$ cat config.mk
export PLATFORM = sky130hd
export DESIGN_NAME = kb_ascii_bridge_flat
export DESIGN_NICKNAME = d
export VERILOG_FILES = /design/src/rtl/kb_ascii_bridge_if.sv /design/src/rtl/kb_ascii_bridge.sv /design/src/flat_wrapper.sv
export SDC_FILE = /design/constraint.sdc
export NUM_CORES = 1
export LEC_CHECK = 0
export ABC_CLOCK_PERIOD_IN_PS = 3800
export BUFFER_PORTS_ARGS = -buffer_cell sky130_fd_sc_hd__buf_2
export CELL_PAD_IN_SITES_DETAIL_PLACEMENT = 0
export CELL_PAD_IN_SITES_GLOBAL_PLACEMENT = 1
export CORE_MARGIN = 2
export CORE_UTILIZATION = 52
export DETAILED_ROUTE_END_ITERATION = 8
export PLACE_DENSITY_LB_ADDON = 0.1
export SLEW_MARGIN = 20
export SYNTH_ARGS = -nofsm -noshare
export SYNTH_HDL_FRONTEND = slang
export SYNTH_SLANG_ARGS = --single-unit
$ cat constraint.sdc
create_clock -name clk -period 3.8 [get_ports clk]
set_clock_uncertainty 0.2 [all_clocks]
set_input_delay 0.38 -clock clk [delete_from_list [all_inputs] [get_ports clk]]
set_output_delay 0.38 -clock clk [all_outputs]
set_load 0.02 [all_outputs]
$ cat src/rtl/kb_ascii_bridge_if.sv
// Handshake bundle between the bridge, the scan-code FIFO and the UART TX FIFO.
// slave is the bridge side; master is the surrounding environment.
interface kb_ascii_bridge_if;
  logic       kb_empty;
  logic [7:0] key_code;
  logic       kb_rd;
  logic       tx_full;
  logic       wr_uart;
  logic [7:0] wr_data;

  modport master (
    output kb_empty, key_code, tx_full,
    input  kb_rd, wr_uart, wr_data
  );

  modport slave (
    input  kb_empty, key_code, tx_full,
    output kb_rd, wr_uart, wr_data
  );
endinterface

$ cat src/rtl/kb_ascii_bridge.sv
// Set-2 scan-code to ASCII bridge with a 2^DEPTH_LOG2 entry output FIFO.
// Define KB_CAPS_LOCK_EN to enable caps-lock tracking (make 58 toggles).
//
// state     | meaning
// IDLE      | waiting for a make code or a prefix
// BREAK     | F0 seen; next code is a key release
// EXT       | E0 seen; next code is an extended key
// EXT_BREAK | E0 F0 seen; next code is an extended release
module kb_ascii_bridge #(
  parameter int DEPTH_LOG2 = 4
) (
  input  logic                clk,
  input  logic                reset,
  kb_ascii_bridge_if.slave    bus,
  output logic                shift_active,
  output logic                caps_lock,
  output logic                overflow,
  output logic [DEPTH_LOG2:0] fifo_count
);
  localparam int DEPTH = 1 << DEPTH_LOG2;
  localparam logic [DEPTH_LOG2:0] FULL_CNT = {1'b1, {DEPTH_LOG2{1'b0}}};

  typedef enum logic [1:0] {IDLE, BREAK, EXT, EXT_BREAK} state_t;
  state_t state, state_nxt;

  logic                  take, pop, push_req, push_ok;
  logic                  shl, shr, shl_set, shl_clr, shr_set, shr_clr;
  logic                  caps_make, caps_brk;
  logic [7:0]            push_char;
  logic [8:0]            xlat;
  logic [7:0]            mem [DEPTH];
  logic [DEPTH_LOG2-1:0] wr_ptr, rd_ptr;

  function automatic logic [8:0] alpha(input logic [7:0] up, input logic upper);
    return {1'b1, upper ? up : (up | 8'h20)};
  endfunction

  function automatic logic [8:0] num(input logic [7:0] plain, input logic [7:0] shifted,
                                     input logic shift);
    return {1'b1, shift ? shifted : plain};
  endfunction

  // Bit 8 flags a translatable code; bits 7:0 hold the character.
  function automatic logic [8:0] translate(input logic [7:0] code, input logic upper,
                                           input logic shift);
    logic [8:0] r;
    r = 9'h000;
    case (code)
      8'h1C: r = alpha("A", upper);   8'h32: r = alpha("B", upper);
      8'h21: r = alpha("C", upper);   8'h23: r = alpha("D", upper);
      8'h24: r = alpha("E", upper);   8'h2B: r = alpha("F", upper);
      8'h34: r = alpha("G", upper);   8'h33: r = alpha("H", upper);
      8'h43: r = alpha("I", upper);   8'h3B: r = alpha("J", upper);
      8'h42: r = alpha("K", upper);   8'h4B: r = alpha("L", upper);
      8'h3A: r = alpha("M", upper);   8'h31: r = alpha("N", upper);
      8'h44: r = alpha("O", upper);   8'h4D: r = alpha("P", upper);
      8'h15: r = alpha("Q", upper);   8'h2D: r = alpha("R", upper);
      8'h1B: r = alpha("S", upper);   8'h2C: r = alpha("T", upper);
      8'h3C: r = alpha("U", upper);   8'h2A: r = alpha("V", upper);
      8'h1D: r = alpha("W", upper);   8'h22: r = alpha("X", upper);
      8'h35: r = alpha("Y", upper);   8'h1A: r = alpha("Z", upper);
      8'h45: r = num("0", ")", shift); 8'h16: r = num("1", "!", shift);
      8'h1E: r = num("2", "@", shift); 8'h26: r = num("3", "#", shift);
      8'h25: r = num("4", "$", shift); 8'h2E: r = num("5", "%", shift);
      8'h36: r = num("6", "^", shift); 8'h3D: r = num("7", "&", shift);
      8'h3E: r = num("8", "*", shift); 8'h46: r = num("9", "(", shift);
      8'h29: r = 9'h120;
      8'h5A: r = 9'h10D;
      8'h66: r = 9'h108;
      default: r = 9'h000;
    endcase
    return r;
  endfunction

  assign take         = !bus.kb_empty && !reset;
  assign bus.kb_rd    = take;
  assign shift_active = shl | shr;
  assign xlat         = translate(bus.key_code, shift_active ^ caps_lock, shift_active);

  always_ff @(posedge clk or posedge reset) begin
    if (reset) state <= IDLE;
    else       state <= state_nxt;
  end

  always_comb begin
    state_nxt = state;
    push_req  = 1'b0;
    push_char = 8'h00;
    shl_set   = 1'b0;
    shl_clr   = 1'b0;
    shr_set   = 1'b0;
    shr_clr   = 1'b0;
    caps_make = 1'b0;
    caps_brk  = 1'b0;
    if (take) begin
      case (state)
        IDLE: begin
          case (bus.key_code)
            8'hF0:   state_nxt = BREAK;
            8'hE0:   state_nxt = EXT;
            8'h12:   shl_set   = 1'b1;
            8'h59:   shr_set   = 1'b1;
            8'h58:   caps_make = 1'b1;
            default: begin
              push_req  = xlat[8];
              push_char = xlat[7:0];
            end
          endcase
        end
        BREAK: begin
          state_nxt = IDLE;
          shl_clr   = (bus.key_code == 8'h12);
          shr_clr   = (bus.key_code == 8'h59);
          caps_brk  = (bus.key_code == 8'h58);
        end
        EXT: begin
          if (bus.key_code == 8'hF0) begin
            state_nxt = EXT_BREAK;
          end else begin
            state_nxt = IDLE;
            if (bus.key_code == 8'h5A) begin
              push_req  = 1'b1;
              push_char = 8'h0D;
            end
          end
        end
        EXT_BREAK: state_nxt = IDLE;
      endcase
    end
  end

  always_ff @(posedge clk or posedge reset) begin
    if (reset) begin
      shl <= 1'b0;
      shr <= 1'b0;
    end else begin
      if (shl_set)      shl <= 1'b1;
      else if (shl_clr) shl <= 1'b0;
      if (shr_set)      shr <= 1'b1;
      else if (shr_clr) shr <= 1'b0;
    end
  end

`ifdef KB_CAPS_LOCK_EN
  // caps_held suppresses re-toggling on typematic repeats of the caps key.
  logic caps_held;
  always_ff @(posedge clk or posedge reset) begin
    if (reset) begin
      caps_lock <= 1'b0;
      caps_held <= 1'b0;
    end else begin
      if (caps_make && !caps_held) caps_lock <= !caps_lock;
      if (caps_make)     caps_held <= 1'b1;
      else if (caps_brk) caps_held <= 1'b0;
    end
  end
`else
  logic caps_unused;
  assign caps_unused = caps_make ^ caps_brk;
  assign caps_lock   = 1'b0;
`endif

  // A full FIFO still accepts a push when the head leaves in the same cycle.
  assign pop         = (fifo_count != '0) && !bus.tx_full;
  assign push_ok     = push_req && ((fifo_count < FULL_CNT) || pop);
  assign overflow    = push_req && !push_ok;
  assign bus.wr_uart = pop;
  assign bus.wr_data = (fifo_count != '0) ? mem[rd_ptr] : 8'h00;

  always_ff @(posedge clk) begin
    if (push_ok) mem[wr_ptr] <= push_char;
  end

  always_ff @(posedge clk or posedge reset) begin
    if (reset) begin
      wr_ptr     <= '0;
      rd_ptr     <= '0;
      fifo_count <= '0;
    end else begin
      if (push_ok) wr_ptr <= wr_ptr + 1'b1;
      if (pop)     rd_ptr <= rd_ptr + 1'b1;
      case ({push_ok, pop})
        2'b10:   fifo_count <= fifo_count + 1'b1;
        2'b01:   fifo_count <= fifo_count - 1'b1;
        default: fifo_count <= fifo_count;
      endcase
    end
  end
endmodule

$ cat src/flat_wrapper.sv
// flat-port wrapper written by rule: the top's interface ports become plain ports
module kb_ascii_bridge_flat 
#(
  parameter int DEPTH_LOG2 = 4
)
  (clk, reset, shift_active, caps_lock, overflow, fifo_count, bus_kb_empty, bus_key_code, bus_tx_full, bus_kb_rd, bus_wr_uart, bus_wr_data);
  kb_ascii_bridge_if bus_i ();
  input  logic clk;
  input  logic reset;
  output logic shift_active;
  output logic caps_lock;
  output logic overflow;
  output logic [DEPTH_LOG2:0] fifo_count;
  input wire logic [$bits(bus_i.kb_empty)-1:0] bus_kb_empty;
  input wire logic [$bits(bus_i.key_code)-1:0] bus_key_code;
  input wire logic [$bits(bus_i.tx_full)-1:0] bus_tx_full;
  output wire logic [$bits(bus_i.kb_rd)-1:0] bus_kb_rd;
  output wire logic [$bits(bus_i.wr_uart)-1:0] bus_wr_uart;
  output wire logic [$bits(bus_i.wr_data)-1:0] bus_wr_data;
  assign bus_i.kb_empty = bus_kb_empty;
  assign bus_i.key_code = bus_key_code;
  assign bus_i.tx_full = bus_tx_full;
  assign bus_kb_rd = bus_i.kb_rd;
  assign bus_wr_uart = bus_i.wr_uart;
  assign bus_wr_data = bus_i.wr_data;
  kb_ascii_bridge #(.DEPTH_LOG2(DEPTH_LOG2)) u_core (.clk(clk), .reset(reset), .bus(bus_i), .shift_active(shift_active), .caps_lock(caps_lock), .overflow(overflow), .fifo_count(fifo_count));
endmodule
==> impl_metrics.py <==
metrics = {
    "grt": {
        "grt_max_degree": 32,
        "grt_usage": 0.242,
        "gr-total-overflow": 0,
        "antenna_found_initial": 0,
        "grt_pass1_wl_microns": 23700,
        "grt_pass1_vias": 4288,
    },
    "clocking": {
        "root_buffer": "clkbuf_16",
        "cts_tree": "done",
        "cts_inserted_buffers": 17,
        "htree_num_levels": 4,
        "path_clk_slew_ns": 0.06,
        "worstSkewPairLatency_ns": 0.41,
        "post_cts_buffers": 0,
        "clock-sinks": 129,
        "clock_path_buffers": 2,
    },
    "layout": {
        "final_common_cell": "edfxtp_1",
        "final_cell_mix": "edfxtp_1 (112), buf_4 (81), mux4_2 (35)",
        "finalNetCount": 579,
        "antenna_cells": 0,
        "area_growth_pct": 22.0,
        "fillers": 916,
        "regArea_sq_um": 3790,
        "multiInputGateArea_sq_um": 2520,
        "drive_above_1_share": 0.339,
        "final_area_sq_um": 7960,
    },
    "yosys": {
        "synth_area_leaders": "edfxtp_1 (52%), mux4_2 (12%), dfrtp_1 (6.5%)",
        "synth.avg_cell_area_sq_um": 14.2,
        "yosys_most_used_dff": "edfxtp_1",
        "yosys.area.top_type": "edfxtp_1",
        "yosys.area.top_type_share": 0.515,
        "synth-seq-area-share": 0.581,
        "synth_edf_count": 112,
        "ys_types": 71,
        "ys_async_sr_fraction": 0.132,
        "ys.warnings.count": 0,
        "syn_area_sq_um": 6530,
        "synth-seq-cells": 129,
        "syn_inst": 459,
    },
    "pwr": {
        "power.leakage_nw": 3.06,
        "powerDensity_nw_per_um2": 580,
        "irDropWorstVdd_uv": 730,
        "total_power_mw": 4.62,
    },
    "worst_setup_path": {
        "end_kind": "flop",
        "max_stage_delay_ns": 0.59,
        "r2r-start": "u_core.fifo_count[1]",
        "worstSetupPathType": "input port to flop",
        "cp.required_ns": 3.89,
        "slowest_stage": "or4b_4",
        "crit_top_cell": "xor2_1",
        "crit_path_max_fanout": 16,
        "crit_start": "bus_key_code[2]",
        "cp.arrival_ns": 3.52,
        "critPathLaunchType": "input port",
        "path_cells": "buf_2 -> and2b_1 -> a22oi_1 -> o32a_1 -> o311ai_1 -> or4b_4 -> a21oi_4 -> or2_1 -> ha_1 -> xor2_1 -> ha_1 -> o21ai_0 -> a21oi_1 -> a21oi_1 -> xor2_1 -> nor2_1 -> xor2_1",
    },
    "min_path": {
        "min_path_type": "input port to flop",
        "hp-start": "bus_tx_full",
    },
    "sta": {
        "rsz0062_at_grt": "false",
        "worstMarginPinSlew_ns": 0.644,
        "setup_viol": 0,
        "period_minus_slack_ns": 3.42,
        "slew-limit-headroom": 0.560,
        "hold_ws_ns": 0.207,
        "max_freq_ghz": 0.292,
        "hold_violations": 0,
        "final_max_slew_viol_count": 0,
        "setup-tns-final_ns": 0,
        "finalCritPeriodShare": 0.901,
        "setup_slack_ns": 0.378,
    },
    "floorplan": {
        "io_pins": 30,
        "die_h_microns": 116,
        "die_area_sq_um": 13500,
        "initial_utilization": 0.539,
        "die_x_microns": 116,
        "num_rows": 40,
        "core_sq_um": 12100,
    },
    "placement": {
        "routabilityCongestion": 0.935,
        "portBuffers": 27,
        "hpwl_microns": 10600,
        "dp_slack_ns": -0.0986,
        "dpl_cell_area_sq_um": 7350,
    },
    "drt": {
        "totalWireLength_microns": 14900,
        "drt_iter0_drc": 377,
        "vias_per_cell": 5.84,
        "postRouteAntennaNets": 0,
        "drc_errors": 0,
        "num_vias": 4313,
        "wire_per_inst_microns": 20.2,
        "first_pass_iters": 5,
    },
    "status": {
        "status": "finished, final reports clean",
    },
    "job": {
        "maxCapViolCount": 0,
    },
}
## Yosys cell counts, types with 3 or more instances
master / number
edfxtp_1: 112
o22ai_1: 8
nor2b_1: 12
xnor2_1: 7
nor4b_2: 3
mux4_2: 35
and2b_1: 3
o211ai_1: 3
nand2b_1: 9
mux2i_1: 3
o21ai_0: 11
a22oi_1: 6
buf_1: 6
nor3_1: 9
xor2_1: 8
buf_6: 4
o31ai_1: 3
nand2_1: 29
buf_4: 6
a21oi_1: 12
nor2_1: 23
buf_2: 6
inv_1: 14
nand3_1: 10
dfrtp_1: 17
ha_1: 9
or4b_1: 3
a31oi_1: 3
clkbuf_1: 10
nor4_1: 20
## state kept, by name (all words and copies together), names as in the netlist
signal / flops
u_core.fifo_count: 5
u_core.mem: 112
u_core.rd_ptr: 4
u_core.shl: 1
u_core.shr: 1
u_core.state: 2
u_core.wr_ptr: 4
## critical path, delay by kind of cell
kind | cells | cell delay (ns)
and+or+nand+nor | 4 | 1.02
xor gates and xnor gates | 3 | 0.38
buffers and inverters | 1 | 0.25
adders and majority gates | 2 | 0.39
AOI/OAI and AO/OA | 7 | 1.10
## kinds of logic after synthesis
| family | synth area share |
|---|---|
| compound gates | 0.0830 |
| xor+xnor | 0.0201 |
| fa+ha+maj | 0.0173 |
| buf+inv | 0.0357 |
| flops | 0.581 |
| mux | 0.131 |
| other cells | 0.000575 |
| simple gates | 0.132 |
## per-layer routing
layer | track usage | part of all wire
met1 | 0.355 | 0.47
met2 | 0.354 | 0.46
met3 | 0.0638 | 0.060
met4 | 0.0802 | 0.017
met5 | 0 | 0
## stage by stage
step | instances | util
detailed placement | 706 | 0.607
global placement | 706 | 0.607
finish | 738 | 0.657
floorplan | 460 | -
global route | 738 | 0.657
CTS | 738 | 0.657
## worst paths after layout
path	endpoint	slack, ns	depth (start not counted)
hold reg to reg	u_core.shl	0.34	2
setup reg to reg	u_core.fifo_count[4]	0.65	13
min in group asynchronous	u_core.fifo_count[0]	0.42	3
setup / recovery	u_core.fifo_count[4]	0.38	17
hold / removal	u_core.rd_ptr[0]	0.21	3
max in group asynchronous	u_core.rd_ptr[0]	2.51	3
## where the power goes
group	internal, mW	switching (mW)
registers	1.60	0.140
logic	0.626	0.651
clock network	1.02	0.582
total	3.25	1.37
## cell type report
type	count	share of cell area
flip-flops and latches	129	0.476
multi-input cells	285	0.316
repair buffers	111	0.100
clock buffers	17	0.0534
well taps	168	0.0264
clock inverters	14	0.0211
inverters	14	0.00660
## repair_timing
| item | in CTS | in global routing |
|---|---|---|
| setup endpoints to repair | 0 | 1 |
| hold buffers | 1 | 0 |
| gates resized for setup | 0 | 2 |
| endpoints found under the hold margin | 17 | 0 |
No activity file was read; power rests on OpenSTA's default activity.
